File: src/rtl/dmem_arbiter.sv
// Two-port arbiter/sequencer in front of the single-port 256-word data memory.
// Latency: grant is combinational with req; response (rvalid/rdata/err) one cycle after grant.
// Backpressure: a requester simply holds req until it sees gnt; the loser is stalled, never dropped.
//
// Build option: define DMEM_ARB_RR_EN for round-robin arbitration on conflict;
// leave it undefined for fixed priority (port 0 wins). Lock handling is the same in both.
//
// Ports (x = 0, 1):
//   clk, rst_n                      clock, asynchronous active-low reset
//   mx_req/we/addr/wdata/lock       request side of port x (port 0 = LSU, port 1 = loader/debug)
//   mx_gnt                          access accepted this cycle
//   mx_rvalid/rdata/err             registered response for the previous grant on port x
//   mem_we/mem_a/mem_wd, mem_rd     memory write enable, address, write data; async read data
module dmem_arbiter #(
   parameter int ADDR_DEPTH = 256,
   parameter int MAX_LOCK   = 8
) (
   input  logic        clk,
   input  logic        rst_n,
   input  logic        m0_req,
   input  logic        m0_we,
   input  logic [31:0] m0_addr,
   input  logic [31:0] m0_wdata,
   input  logic        m0_lock,
   output logic        m0_gnt,
   output logic        m0_rvalid,
   output logic [31:0] m0_rdata,
   output logic        m0_err,
   input  logic        m1_req,
   input  logic        m1_we,
   input  logic [31:0] m1_addr,
   input  logic [31:0] m1_wdata,
   input  logic        m1_lock,
   output logic        m1_gnt,
   output logic        m1_rvalid,
   output logic [31:0] m1_rdata,
   output logic        m1_err,
   output logic        mem_we,
   output logic [31:0] mem_a,
   output logic [31:0] mem_wd,
   input  logic [31:0] mem_rd
);

   // arbitration state
   logic        r_last;        // port granted most recently
   logic        r_owner_vld;   // a lock is held
   logic        r_owner;       // port holding the lock
   logic [3:0]  r_lock_cnt;    // consecutive grants under the current lock

   // response registers
   logic [1:0]  r_rvalid;
   logic [31:0] r_rdata0;
   logic [31:0] r_rdata1;
   logic        r_err0;
   logic        r_err1;

   logic [1:0]  w_req;
   logic        w_lock_active;
   logic        w_lock_expired;
   logic        w_sel;
   logic        w_any;
   logic        w_we;
   logic        w_lock;
   logic [31:0] w_addr;
   logic [31:0] w_wdata;
   logic        w_in_range;
   logic [31:0] w_rd_dat;

   assign w_req = {m1_req, m0_req};

   // The owner keeps the port while it keeps requesting and is under its budget.
   assign w_lock_active  = r_owner_vld && w_req[r_owner] && (r_lock_cnt < 4'(MAX_LOCK));
   // Budget used up: the owner must yield to the other port if that one is waiting.
   assign w_lock_expired = r_owner_vld && w_req[r_owner] && !w_lock_active;

   always_comb begin
      w_sel = 1'b0;
      if (w_lock_active) begin
         w_sel = r_owner;
      end else if (w_req == 2'b11) begin
         if (w_lock_expired) begin
            w_sel = ~r_owner;
         end else begin
`ifdef DMEM_ARB_RR_EN
            w_sel = ~r_last;
`else
            // r_last is still tracked in this build; it just never changes the outcome
            w_sel = 1'b0 & r_last;
`endif
         end
      end else begin
         w_sel = w_req[1];
      end
   end

   // Gated by rst_n so grants and memory strobes drop the moment reset asserts.
   assign w_any  = rst_n & (|w_req);
   assign m0_gnt = w_any & ~w_sel;
   assign m1_gnt = w_any &  w_sel;

   assign w_we       = w_sel ? m1_we    : m0_we;
   assign w_lock     = w_sel ? m1_lock  : m0_lock;
   assign w_addr     = w_sel ? m1_addr  : m0_addr;
   assign w_wdata    = w_sel ? m1_wdata : m0_wdata;
   assign w_in_range = (w_addr < 32'(ADDR_DEPTH));

   assign mem_we = w_any & w_we & w_in_range;
   assign mem_a  = w_any ? w_addr  : 32'd0;
   assign mem_wd = w_any ? w_wdata : 32'd0;

   // Writes and out-of-range accesses return zero data.
   assign w_rd_dat = (!w_we && w_in_range) ? mem_rd : 32'd0;

   always_ff @(posedge clk or negedge rst_n) begin
      if (!rst_n) begin
         r_last      <= 1'b1;
         r_owner_vld <= 1'b0;
         r_owner     <= 1'b0;
         r_lock_cnt  <= 4'd0;
      end else if (w_any) begin
         r_last <= w_sel;
         if (w_lock) begin
            r_owner_vld <= 1'b1;
            r_owner     <= w_sel;
            // only an unexpired lock counts as the same owner continuing
            r_lock_cnt  <= w_lock_active ? (r_lock_cnt + 4'd1) : 4'd1;
         end else begin
            r_owner_vld <= 1'b0;
            r_lock_cnt  <= 4'd0;
         end
      end else if (r_owner_vld && !w_req[r_owner]) begin
         r_owner_vld <= 1'b0;
         r_lock_cnt  <= 4'd0;
      end
   end

   always_ff @(posedge clk or negedge rst_n) begin
      if (!rst_n) begin
         r_rvalid <= 2'b00;
         r_rdata0 <= 32'd0;
         r_rdata1 <= 32'd0;
         r_err0   <= 1'b0;
         r_err1   <= 1'b0;
      end else begin
         r_rvalid <= {m1_gnt, m0_gnt};
         if (m0_gnt) begin
            r_rdata0 <= w_rd_dat;
            r_err0   <= ~w_in_range;
         end
         if (m1_gnt) begin
            r_rdata1 <= w_rd_dat;
            r_err1   <= ~w_in_range;
         end
      end
   end

   assign m0_rvalid = r_rvalid[0];
   assign m1_rvalid = r_rvalid[1];
   assign m0_rdata  = r_rdata0;
   assign m1_rdata  = r_rdata1;
   assign m0_err    = r_err0;
   assign m1_err    = r_err1;

endmodule

File: config.mk
export PLATFORM = sky130hd
export DESIGN_NAME = dmem_arbiter
export DESIGN_NICKNAME = d
export VERILOG_FILES = /design/src/rtl/dmem_arbiter.sv
export SDC_FILE = /design/constraint.sdc
export NUM_CORES = 1
export LEC_CHECK = 0
export BUFFER_PORTS_ARGS = -buffer_cell sky130_fd_sc_hd__buf_2
export CORE_AREA = 5 5 113 115
export DETAILED_ROUTE_END_ITERATION = 7
export DIE_AREA = 0 0 118 120
export PLACE_DENSITY = 0.78
export SYNTH_ARGS = -nofsm -noshare
export SYNTH_HDL_FRONTEND = slang
export SYNTH_SLANG_ARGS = --single-unit
export TNS_END_PERCENT = 30
File: constraint.sdc
create_clock -name clk -period 2.55 [get_ports clk]
set_input_delay 0.255 -clock clk [delete_from_list [all_inputs] [get_ports clk]]
set_output_delay 0.255 -clock clk [all_outputs]
set_load 0.02 [all_outputs]
==> impl_metrics.yaml <==
outcome:
  run_status: "complete, no violations"
power_and_ir_drop:
  p_switching_w: 0.000855
  leakagePower_nw: 3.36
  power_density_mw_per_mm2: 516
  power.ir.vdd_worst_mv: 0.446
  p_sw_frac: 0.284
  seqPwrFrac: 0.396
  p_total_w: 0.00301
  intPower_w: 0.00216
  p_clk_frac: 0.412
  share_comb_of_total_power: 0.192
timing:
  setup_total_negative_slack_ps: 0
  max_slew.worst_pin.slew_ps: 838
  post-route-min-period_ps: 2380
  max_freq_mhz: 420
  rsz0062_at_grt: "no"
  finalClockSkew_ps: 4.12
  final.period_utilization: 0.934
  hold_viol: 0
  slew_violations: 0
  worst_slew_margin_rel: 0.441
  final-setup-viol-count: 0
floorplan:
  dieHeight_um: 120
  initial_core_util: 0.330
  die-width_um: 118
  core_region_mm2: 0.0117
  design.portCount: 303
  rows: 40
  fp.dieArea_mm2: 0.0142
global_routing:
  grtUsageTotal: 0.206
  maximum_number_of_pins_on_one_net_before_global_route_repair: 69
  grt_overflow: 0
  grt_pass1_vias: 4486
  wire_length_of_the_first_global_routing_pass_um: 24000
  grt_antenna_before_repair: 1
detailed_routing:
  wl_per_cell_um: 17.6
  wl_met3_um: 1560
  met1Wirelength_um: 6250
  route.final.wire_length_um: 15400
  wl_met2_um: 7240
  routed-via-count: 4464
  drtPass1Iterations: 5
  antenna_left: 0
  drt_iter0_markers: 313
  post-route-drc-count: 0
  dr.max_layer_used: "met5"
  viasPerCell: 5.11
final_layout:
  final_cells: 874
  layout_commonest_cell: "sky130_fd_sc_hd__buf_2"
  final_core_util: 0.498
  num-nets-final: 891
  num_antenna_cells: 0
  post_route_cells_drive_above_1_share: 0.484
  synthToLayoutAreaGrowth_pct: 51.1
  most_used_cells_in_the_layout_excluding_fill_and_tap_cells: "sky130_fd_sc_hd__buf_2, sky130_fd_sc_hd__nand2_1, sky130_fd_sc_hd__dfrtp_1"
min_path:
  worst_hold_path_type: "in2reg"
  hp-start: "mem_rd[17]"
  hold-path-cell-count: 2
critical_path:
  worst-endpoint-required_ps: 2300
  capture_instance_of_the_worst_register_to_register_path: "m1_rdata[30]$_DFFE_PN0P_"
  regToRegStartpoint: "r_owner$_DFFE_PN0P_"
  worst-r2r-cell-count: 5
  worst-setup-path-type: "reg2out"
  worstSetupStartpointType: "flip-flop"
  worst-path-max-fanout: 38
  crit_start: "r_owner$_DFFE_PN0P_"
  critPathArrivalTime_ps: 2130
  ff2ff_setup_slack_ps: 480
  critical_path.endpoint_type: "output pin"
  setup_crit_end: "mem_a[29]"
clock_network:
  clkTransAtPathRegs_ps: 60
  clk_root_buffer_cell: "sky130_fd_sc_hd__clkbuf_16"
  cts_tree: "done"
  htree_num_levels: 3
  clock_latency_ps: 320
  cts_buffer_depth: 2
  cts_made_buffers: 9
  cts_resized: 0
  numClockSinks: 74
job:
  cap_violations: 0
synth:
  synth.net_count: 600
  synth_warnings: 0
  yosys.cell_types.count: 40
  synthesis.area_per_instance_um2: 8.96
  syn-instance-count: 431
  number_of_synthesized_register_bits: 74
  synthesis.area_mm2: 0.00386
  yosysSeqAreaShare: 0.479
placement:
  place.gp.congestion: 0.993
  dp_cells: 857
  dpl_hpwl_um: 12000
  portBuffers: 302
final cells by class:
type,instances,area [um2]
Clock buffer,10,229
Multi-Input combinational cell,319,1830
Fill cell,1141,5870
Timing Repair Buffer,314,1660
Clock inverter,6,67.6
Sequential cell,74,1850
Inverter,4,15.0
Tap cell,147,184
routing by layer:
layer	up-vias	GRT usage
li1	2125	-
met1	2066	0.257
met2	247	0.331
met3	24	0.0763
met4	2	0.0645
met5	-	0
flip-flops by register name, summed over array words and instances (netlist names):
signal       flops
m0_rdata        32
m1_rdata        32
m0_err           1
r_owner_vld      1
r_lock_cnt       4
r_owner          1
r_rvalid         2
m1_err           1
timing repair:
action,4_1_cts,5_1_grt
endpoints found under the hold margin,6,0
hold buffers,1,0
buffers inserted,0,0
worst min-delay path by stage:
stage | to | slack [ps]
floorplan | m0_err$_DFFE_PN0P_ | -40
finish | m1_rdata[17]$_DFFE_PN0P_ | 160
CTS | m0_rdata[28]$_DFFE_PN0P_ | 150
detailed placement | r_lock_cnt[2]$_DFFE_PN0P_ | 110
global placement | r_lock_cnt[2]$_DFFE_PN0P_ | 110
global route | m0_rdata[27]$_DFFE_PN0P_ | 160
worst max-delay path, stage by stage (launching register included):
cell	delay, ps
sky130_fd_sc_hd__dfrtp_1	440
sky130_fd_sc_hd__xor2_2	310
sky130_fd_sc_hd__o211a_4	310
sky130_fd_sc_hd__buf_12	220
sky130_fd_sc_hd__nand2_1	70
sky130_fd_sc_hd__a21oi_1	220
sky130_fd_sc_hd__buf_2	220
cells in the mapped netlist:
master | instances | share of area
sky130_fd_sc_hd__o211ai_2 | 1 | 0.0032
sky130_fd_sc_hd__a32oi_1 | 1 | 0.0023
sky130_fd_sc_hd__buf_1 | 4 | 0.0039
sky130_fd_sc_hd__nand2_1 | 136 | 0.13
sky130_fd_sc_hd__a221o_1 | 1 | 0.0026
sky130_fd_sc_hd__mux2i_1 | 1 | 0.0026
sky130_fd_sc_hd__and3_1 | 2 | 0.0032
sky130_fd_sc_hd__xor2_2 | 1 | 0.0042
sky130_fd_sc_hd__o21a_1 | 1 | 0.0019
sky130_fd_sc_hd__nand3_1 | 3 | 0.0039
sky130_fd_sc_hd__nor4_1 | 10 | 0.016
sky130_fd_sc_hd__o211ai_1 | 1 | 0.0019
sky130_fd_sc_hd__nor2_1 | 6 | 0.0058
sky130_fd_sc_hd__a22o_1 | 51 | 0.12
sky130_fd_sc_hd__ha_1 | 1 | 0.0032
sky130_fd_sc_hd__nand4_1 | 1 | 0.0016
sky130_fd_sc_hd__inv_2 | 1 | 0.00097
sky130_fd_sc_hd__buf_4 | 3 | 0.0058
sky130_fd_sc_hd__clkbuf_1 | 15 | 0.015
sky130_fd_sc_hd__or4_1 | 2 | 0.0039
sky130_fd_sc_hd__and4_1 | 3 | 0.0068
sky130_fd_sc_hd__nand2b_1 | 1 | 0.0016
sky130_fd_sc_hd__nor2b_1 | 1 | 0.0016
sky130_fd_sc_hd__inv_1 | 3 | 0.0029
sky130_fd_sc_hd__mux2i_2 | 1 | 0.0036
sky130_fd_sc_hd__o211a_4 | 1 | 0.0045
sky130_fd_sc_hd__o21ai_0 | 3 | 0.0039
sky130_fd_sc_hd__a21oi_2 | 1 | 0.0023
sky130_fd_sc_hd__and2_1 | 2 | 0.0032
sky130_fd_sc_hd__mux2_2 | 1 | 0.0029
sky130_fd_sc_hd__a211oi_1 | 1 | 0.0019
sky130_fd_sc_hd__a21oi_1 | 67 | 0.087
sky130_fd_sc_hd__buf_6 | 3 | 0.0087
sky130_fd_sc_hd__buf_8 | 1 | 0.0039
sky130_fd_sc_hd__a22o_2 | 15 | 0.039
sky130_fd_sc_hd__buf_2 | 8 | 0.010
sky130_fd_sc_hd__dfrtp_1 | 74 | 0.48
sky130_fd_sc_hd__nor4b_1 | 1 | 0.0023
sky130_fd_sc_hd__a221oi_1 | 1 | 0.0023
sky130_fd_sc_hd__a31o_2 | 1 | 0.0023
stage by stage:
step                setup slack (ps)  instance area [um2]  hold slack [ps]
finish                           169                 5840              164
detailed placement               473                 5530              110
global placement                 461                 5530              107
floorplan                        502                 3860            -40.6
CTS                              120                 5840              152
global route                    38.8                 5840              160
power by group through the flow:
stage | combinational [W] | sequential (W) | clock, W
after detailed placement | 0.000576 | 0.00122 | 0
after global placement | 0.000577 | 0.00121 | 0
final | 0.000578 | 0.00119 | 0.00124
after floorplan | 0.000264 | 0.00122 | 0
after CTS | 0.000580 | 0.00119 | 0.00127
after global routing | 0.000637 | 0.00120 | 0.00132
cells by family after synthesis:
family / Yosys count / synth area share
flip-flops: 74 / 0.479
adder cells (fa/ha/maj): 1 / 0.00324
XOR/XNOR: 1 / 0.00421
AND/OR/NAND/NOR: 168 / 0.182
buffers and inverters: 38 / 0.0512
multiplexers: 3 / 0.00907
AO/OA/AOI/OAI: 146 / 0.270
No activity file was read; power rests on OpenSTA's default activity.
